`src/rtl/datapath_input_seq.sv`:
```
// SCSI-side input datapath steering sequencer: lane enables, bridge select,
// upper-word strobe and per-half load pulses for WORD/PACK/BRIDGE transfers.
// Ports: SCLK, RST (sync, active-high); REQ/MODE/SRC_ACK requests and handshake;
// bDIEH/bDIEL/bBRIDGEIN/BnDS_O_ steering; LOAD_HI/LOAD_LO/BUSY/DONE/ERR status.
// Optional macro ACK_TIMEOUT_EN: abort a wait state after TMO_MAX cycles.
module datapath_input_seq #(
  parameter int TMO_W   = 8,
  parameter int TMO_MAX = 200
) (
  input  logic       SCLK,
  input  logic       RST,
  input  logic       REQ,
  input  logic [1:0] MODE,
  input  logic       SRC_ACK,
  output logic       bDIEH,
  output logic       bDIEL,
  output logic       bBRIDGEIN,
  output logic       BnDS_O_,
  output logic       LOAD_HI,
  output logic       LOAD_LO,
  output logic       BUSY,
  output logic       DONE,
  output logic       ERR
);

  if (TMO_MAX < 1 || TMO_MAX >= (1 << TMO_W)) begin : g_tmo_chk
    $error("TMO_MAX does not fit in TMO_W bits");
  end

  typedef enum logic [3:0] {
    S_IDLE, S_HI_EN, S_HI_CAP, S_LO_EN, S_LO_CAP,
    S_BR_STB, S_BR_REL, S_BR_EN, S_BR_CAP, S_FIN
  } state_t;

  state_t state_q, state_d;
  logic   err_q, err_d;

  logic dieh_q, dieh_d;
  logic diel_q, diel_d;
  logic brin_q, brin_d;
  logic nds_q, nds_d;
  logic ldhi_q, ldhi_d;
  logic ldlo_q, ldlo_d;
  logic busy_q, busy_d;
  logic done_q, done_d;
  logic erro_q, erro_d;

`ifdef ACK_TIMEOUT_EN
  logic [TMO_W-1:0] cnt_q, cnt_d;
  logic             tmo;
  assign tmo = (cnt_q == TMO_W'(TMO_MAX - 1));
`endif

  always_comb begin
    state_d = state_q;
    err_d   = err_q;
    unique case (state_q)
      S_IDLE: begin
        if (REQ) begin
          unique case (MODE)
            2'b00: state_d = S_LO_EN;
            2'b01: state_d = S_HI_EN;
            2'b10: state_d = S_BR_STB;
            default: begin
              state_d = S_FIN;
              err_d   = 1'b1;
            end
          endcase
        end
      end
      S_HI_EN: begin
        if (SRC_ACK) state_d = S_HI_CAP;
`ifdef ACK_TIMEOUT_EN
        else if (tmo) begin
          state_d = S_FIN;
          err_d   = 1'b1;
        end
`endif
      end
      S_HI_CAP: state_d = S_LO_EN;
      S_LO_EN: begin
        if (SRC_ACK) state_d = S_LO_CAP;
`ifdef ACK_TIMEOUT_EN
        else if (tmo) begin
          state_d = S_FIN;
          err_d   = 1'b1;
        end
`endif
      end
      S_LO_CAP: state_d = S_FIN;
      S_BR_STB: begin
        if (SRC_ACK) state_d = S_BR_REL;
`ifdef ACK_TIMEOUT_EN
        else if (tmo) begin
          state_d = S_FIN;
          err_d   = 1'b1;
        end
`endif
      end
      S_BR_REL: state_d = S_BR_EN;
      S_BR_EN:  state_d = S_BR_CAP;
      S_BR_CAP: state_d = S_FIN;
      S_FIN: begin
        state_d = S_IDLE;
        err_d   = 1'b0;
      end
      default: begin
        state_d = S_IDLE;
        err_d   = 1'b0;
      end
    endcase
`ifdef ACK_TIMEOUT_EN
    // Restart the count on every state change, so each wait state
    // starts from zero on entry.
    cnt_d = (state_d != state_q) ? '0 : cnt_q + 1'b1;
`endif
  end

  // Outputs decode the next state so they line up with the state register.
  always_comb begin
    dieh_d = (state_d == S_HI_EN) || (state_d == S_HI_CAP);
    diel_d = (state_d == S_LO_EN) || (state_d == S_LO_CAP);
    brin_d = (state_d == S_BR_EN) || (state_d == S_BR_CAP);
    nds_d  = (state_d != S_BR_STB);
    ldhi_d = (state_d == S_HI_CAP);
    ldlo_d = (state_d == S_LO_CAP) || (state_d == S_BR_CAP);
    busy_d = (state_d != S_IDLE);
    done_d = (state_d == S_FIN);
    erro_d = (state_d == S_FIN) && err_d;
  end

  always_ff @(posedge SCLK) begin
    if (RST) begin
      state_q <= S_IDLE;
      err_q   <= 1'b0;
      dieh_q  <= 1'b0;
      diel_q  <= 1'b0;
      brin_q  <= 1'b0;
      nds_q   <= 1'b1;
      ldhi_q  <= 1'b0;
      ldlo_q  <= 1'b0;
      busy_q  <= 1'b0;
      done_q  <= 1'b0;
      erro_q  <= 1'b0;
`ifdef ACK_TIMEOUT_EN
      cnt_q   <= '0;
`endif
    end else begin
      state_q <= state_d;
      err_q   <= err_d;
      dieh_q  <= dieh_d;
      diel_q  <= diel_d;
      brin_q  <= brin_d;
      nds_q   <= nds_d;
      ldhi_q  <= ldhi_d;
      ldlo_q  <= ldlo_d;
      busy_q  <= busy_d;
      done_q  <= done_d;
      erro_q  <= erro_d;
`ifdef ACK_TIMEOUT_EN
      cnt_q   <= cnt_d;
`endif
    end
  end

  assign bDIEH     = dieh_q;
  assign bDIEL     = diel_q;
  assign bBRIDGEIN = brin_q;
  assign BnDS_O_   = nds_q;
  assign LOAD_HI   = ldhi_q;
  assign LOAD_LO   = ldlo_q;
  assign BUSY      = busy_q;
  assign DONE      = done_q;
  assign ERR       = erro_q;

endmodule

```
`config.mk`:
```
export PLATFORM = sky130hd
export DESIGN_NAME = datapath_input_seq
export DESIGN_NICKNAME = d
export VERILOG_FILES = /design/src/rtl/datapath_input_seq.sv
export SDC_FILE = /design/constraint.sdc
export NUM_CORES = 1
export LEC_CHECK = 0
export ABC_AREA = 1
export CAP_MARGIN = 20
export CELL_PAD_IN_SITES_DETAIL_PLACEMENT = 1
export CELL_PAD_IN_SITES_GLOBAL_PLACEMENT = 1
export CORE_AREA = 4 4 49 51
export DETAILED_ROUTE_END_ITERATION = 8
export DIE_AREA = 0 0 53 55
export PLACE_DENSITY_LB_ADDON = 0.12
export SLEW_MARGIN = 20
export SYNTH_ARGS = -nofsm -noshare
export SYNTH_HDL_FRONTEND = slang
export SYNTH_SLANG_ARGS = --single-unit
```
`constraint.sdc`:
```
create_clock -name SCLK -period 2.5 [get_ports SCLK]
set_input_delay 0.25 -clock SCLK [delete_from_list [all_inputs] [get_ports SCLK]]
set_output_delay 0.25 -clock SCLK [all_outputs]
set_load 0.05 [all_outputs]
```
==> qor.yml <==
run_status:
  status: "finished clean"
critical_path:
  path_cells: "clkdlybuf4s50_1"
  worstSetupEndpointType: "primary output"
  slowest_delay_ps: 790
  arrival_ps: 1400
  cp_slowest_cell: "clkdlybuf4s50_1"
  ff2ff_setup_slack_ps: 1210
  cp_max_fo: 1
  start_kind: "flip-flop"
  critPathTopFamily: "buffers and inverters"
  crit_type: "flip-flop to primary output"
  critPathBufInv: 1
  critPathRequiredTime_ps: 2250
global_routing:
  antenna_found_initial: 0
  grt_pass1_wl_um: 2590
  grt.total_usage_pct: 12.6
  grt_max_degree: 11
  grt_pass1_vias: 597
  grt-ovfl-total: 0
detailed_routing:
  drtAntennaViolNets: 0
  drc: 0
  firstDrtPassIters: 4
  drt-total-wl_um: 1540
  vias: 613
  viasPerCell: 4.72
  drtIter0Drc: 14
  wire_per_inst_um: 11.8
logic_synthesis:
  synth_adder_area_share_pct: 0
  synth_top_cell_by_area: "dfxtp_1"
  synth-compound-area-share_pct: 7.50
  yosys.cell_types.count: 19
  yosysSeqAreaShare_pct: 42.0
  syn_area_um2: 667
  async_reset_ff_share_pct: 0
  netlist_top_cells_count: "nand2_1, dfxtp_1, nor2_1"
  synth_edf_count: 0
  synth.ff_latch_count: 14
  yosysWarningCount: 0
  post-synth-top-count-cell: "nand2_1"
  syn_area_per_cell_um2: 7.75
  ys.flop_type: "dfxtp_1"
  postSynthCellCount: 86
  synth-simple-area-share_pct: 44.1
  synth.area.top_cells: "dfxtp_1, nand2_1, nor2_1"
  synth_nets: 92
  synthXorXnorAreaFrac_pct: 0
  synth_top_family_by_area: "simple AND/OR/NAND/NOR gates"
  synthMuxAreaShare_pct: 0
  netlist.area_leader.share_pct: 42.0
placement:
  post-place-ws_ps: 891
  hpwl_um: 1260
  io_buffers: 14
  gp_congestion: 0.816
clock_tree:
  cts_made_buffers: 3
  post-cts-setup-buffers: 0
  clock-root-buffer: "clkbuf_4"
  clkLatencyLatePin_ps: 280
  cts_hold_buf: 0
  cts_sinks: 14
  htreeDepth: 1
  postCtsResizedCells: 0
  clk_pin_slew_ps: 90
  cts_tree: "done"
  clk_path_buf_depth: 2
floorplanning:
  die_h_um: 55
  rows: 16
  ioPinCount: 15
  fp.dieW_um: 53
  coreArea_um2: 1940
  dieArea_um2: 2920
  initial_core_util_pct: 34.3
timing:
  setup_viol: 0
  fmax_mhz: 605
  maxSlewViolCount: 0
  post-route-min-period_ps: 1650
  timing.final.ws_setup_ps: 848
  fin_skew_ps: 0.579
  rsz0062_at_grt: "no"
  tightest_slew_ps: 493
  hold_viol_final: 0
  slew_headroom_pct: 67.0
  fin_crit_sh_pct: 66.1
  fin_tns_setup_ps: 0
cells_and_area:
  diodes: 0
  syn_to_final_growth_pct: 30.8
  layout.nets: 110
  drive_gt1_share_pct: 24.3
power:
  peakVddDrop_mv: 0.264
  leakage_nw: 0.379
  power.density_nw_per_um2: 863
flow_run:
  maxCapViolations: 0
min_path:
  min_path_type: "flip-flop to flip-flop"
worst register-to-register path, cell delays in order, from the launching register on:
cell and delay (ps):
dfxtp_1 460, nand2_1 120, inv_1 120, nand2_1 120, nand2_2 110, nor2_4 50, nand2_4 70, nor2_2 30
nand2_1 60, nand2_1 40
state kept, by name, summed over array words and instances, names as in the netlist:
signal,flops
state_q,4
err_q,1
DONE,1
LOAD_HI,1
bDIEH,1
BnDS_O_,1
LOAD_LO,1
bBRIDGEIN,1
ERR,1
bDIEL,1
BUSY,1
cell type report:
class / instances / area, µm²
tap: 27 / 33.8
sequential: 14 / 280
fill: 251 / 1070
inverter: 10 / 37.5
clock buffer: 4 / 36.3
timing repair buffer: 14 / 140
multi-input combinational: 61 / 344
per-layer routing:
layer,track usage [%],up-vias,wire length [µm]
met5,0,-,0
met4,7.66,0,36
met3,2.41,6,99
met2,20.9,19,722
met1,15.2,279,678
li1,-,309,-
cell families after synthesis:
logic type | after synthesis
and+or+nand+nor | 54
DFF | 14
buffers and inverters | 11
AOI/OAI and AO/OA | 7
placed cells by master, fill, tap and decap left out, drive strengths merged:
cell type      synthesis  routed
a21oi                  4       4
clkdlybuf4s50          0      14
dfxtp                 14      14
o221ai                 1       1
inv                   10      10
nand3b                 2       2
o21ai                  2       2
nand3                 11      11
nor2                  22      22
clkbuf                 0       4
nand4                  1       1
nand2                 18      18
through the flow:
stage          power (mW)  hold WS [ps]  cell area [µm²]  instances  utilization (%)
2_1_floorplan       0.511           407              667         86                -
3_3_place_gp        0.590           580              836        126             43.0
3_5_place_dp        0.595           577              836        126             43.0
4_1_cts             0.764           603              872        130             44.9
5_1_grt             0.803           659              872        130             44.9
6_report            0.753           606              872        130             44.9
path summary, 6_finish.rpt:
path	cells after the start	endpoint	from
min	2	err_q	err_q
max	1	bBRIDGEIN	bBRIDGEIN
max reg2reg	9	bDIEL	state_q[1]
min reg2reg	2	err_q	err_q
power by group:
| group | internal, mW | switching [mW] | total, mW | leakage [nW] |
|---|---|---|---|---|
| Clock | 0.0887 | 0.0774 | 0.166 | 0.0210 |
| Combinational | 0.102 | 0.207 | 0.309 | 0.244 |
| Sequential | 0.255 | 0.0229 | 0.278 | 0.114 |
Power figures use the tool's default switching activity.
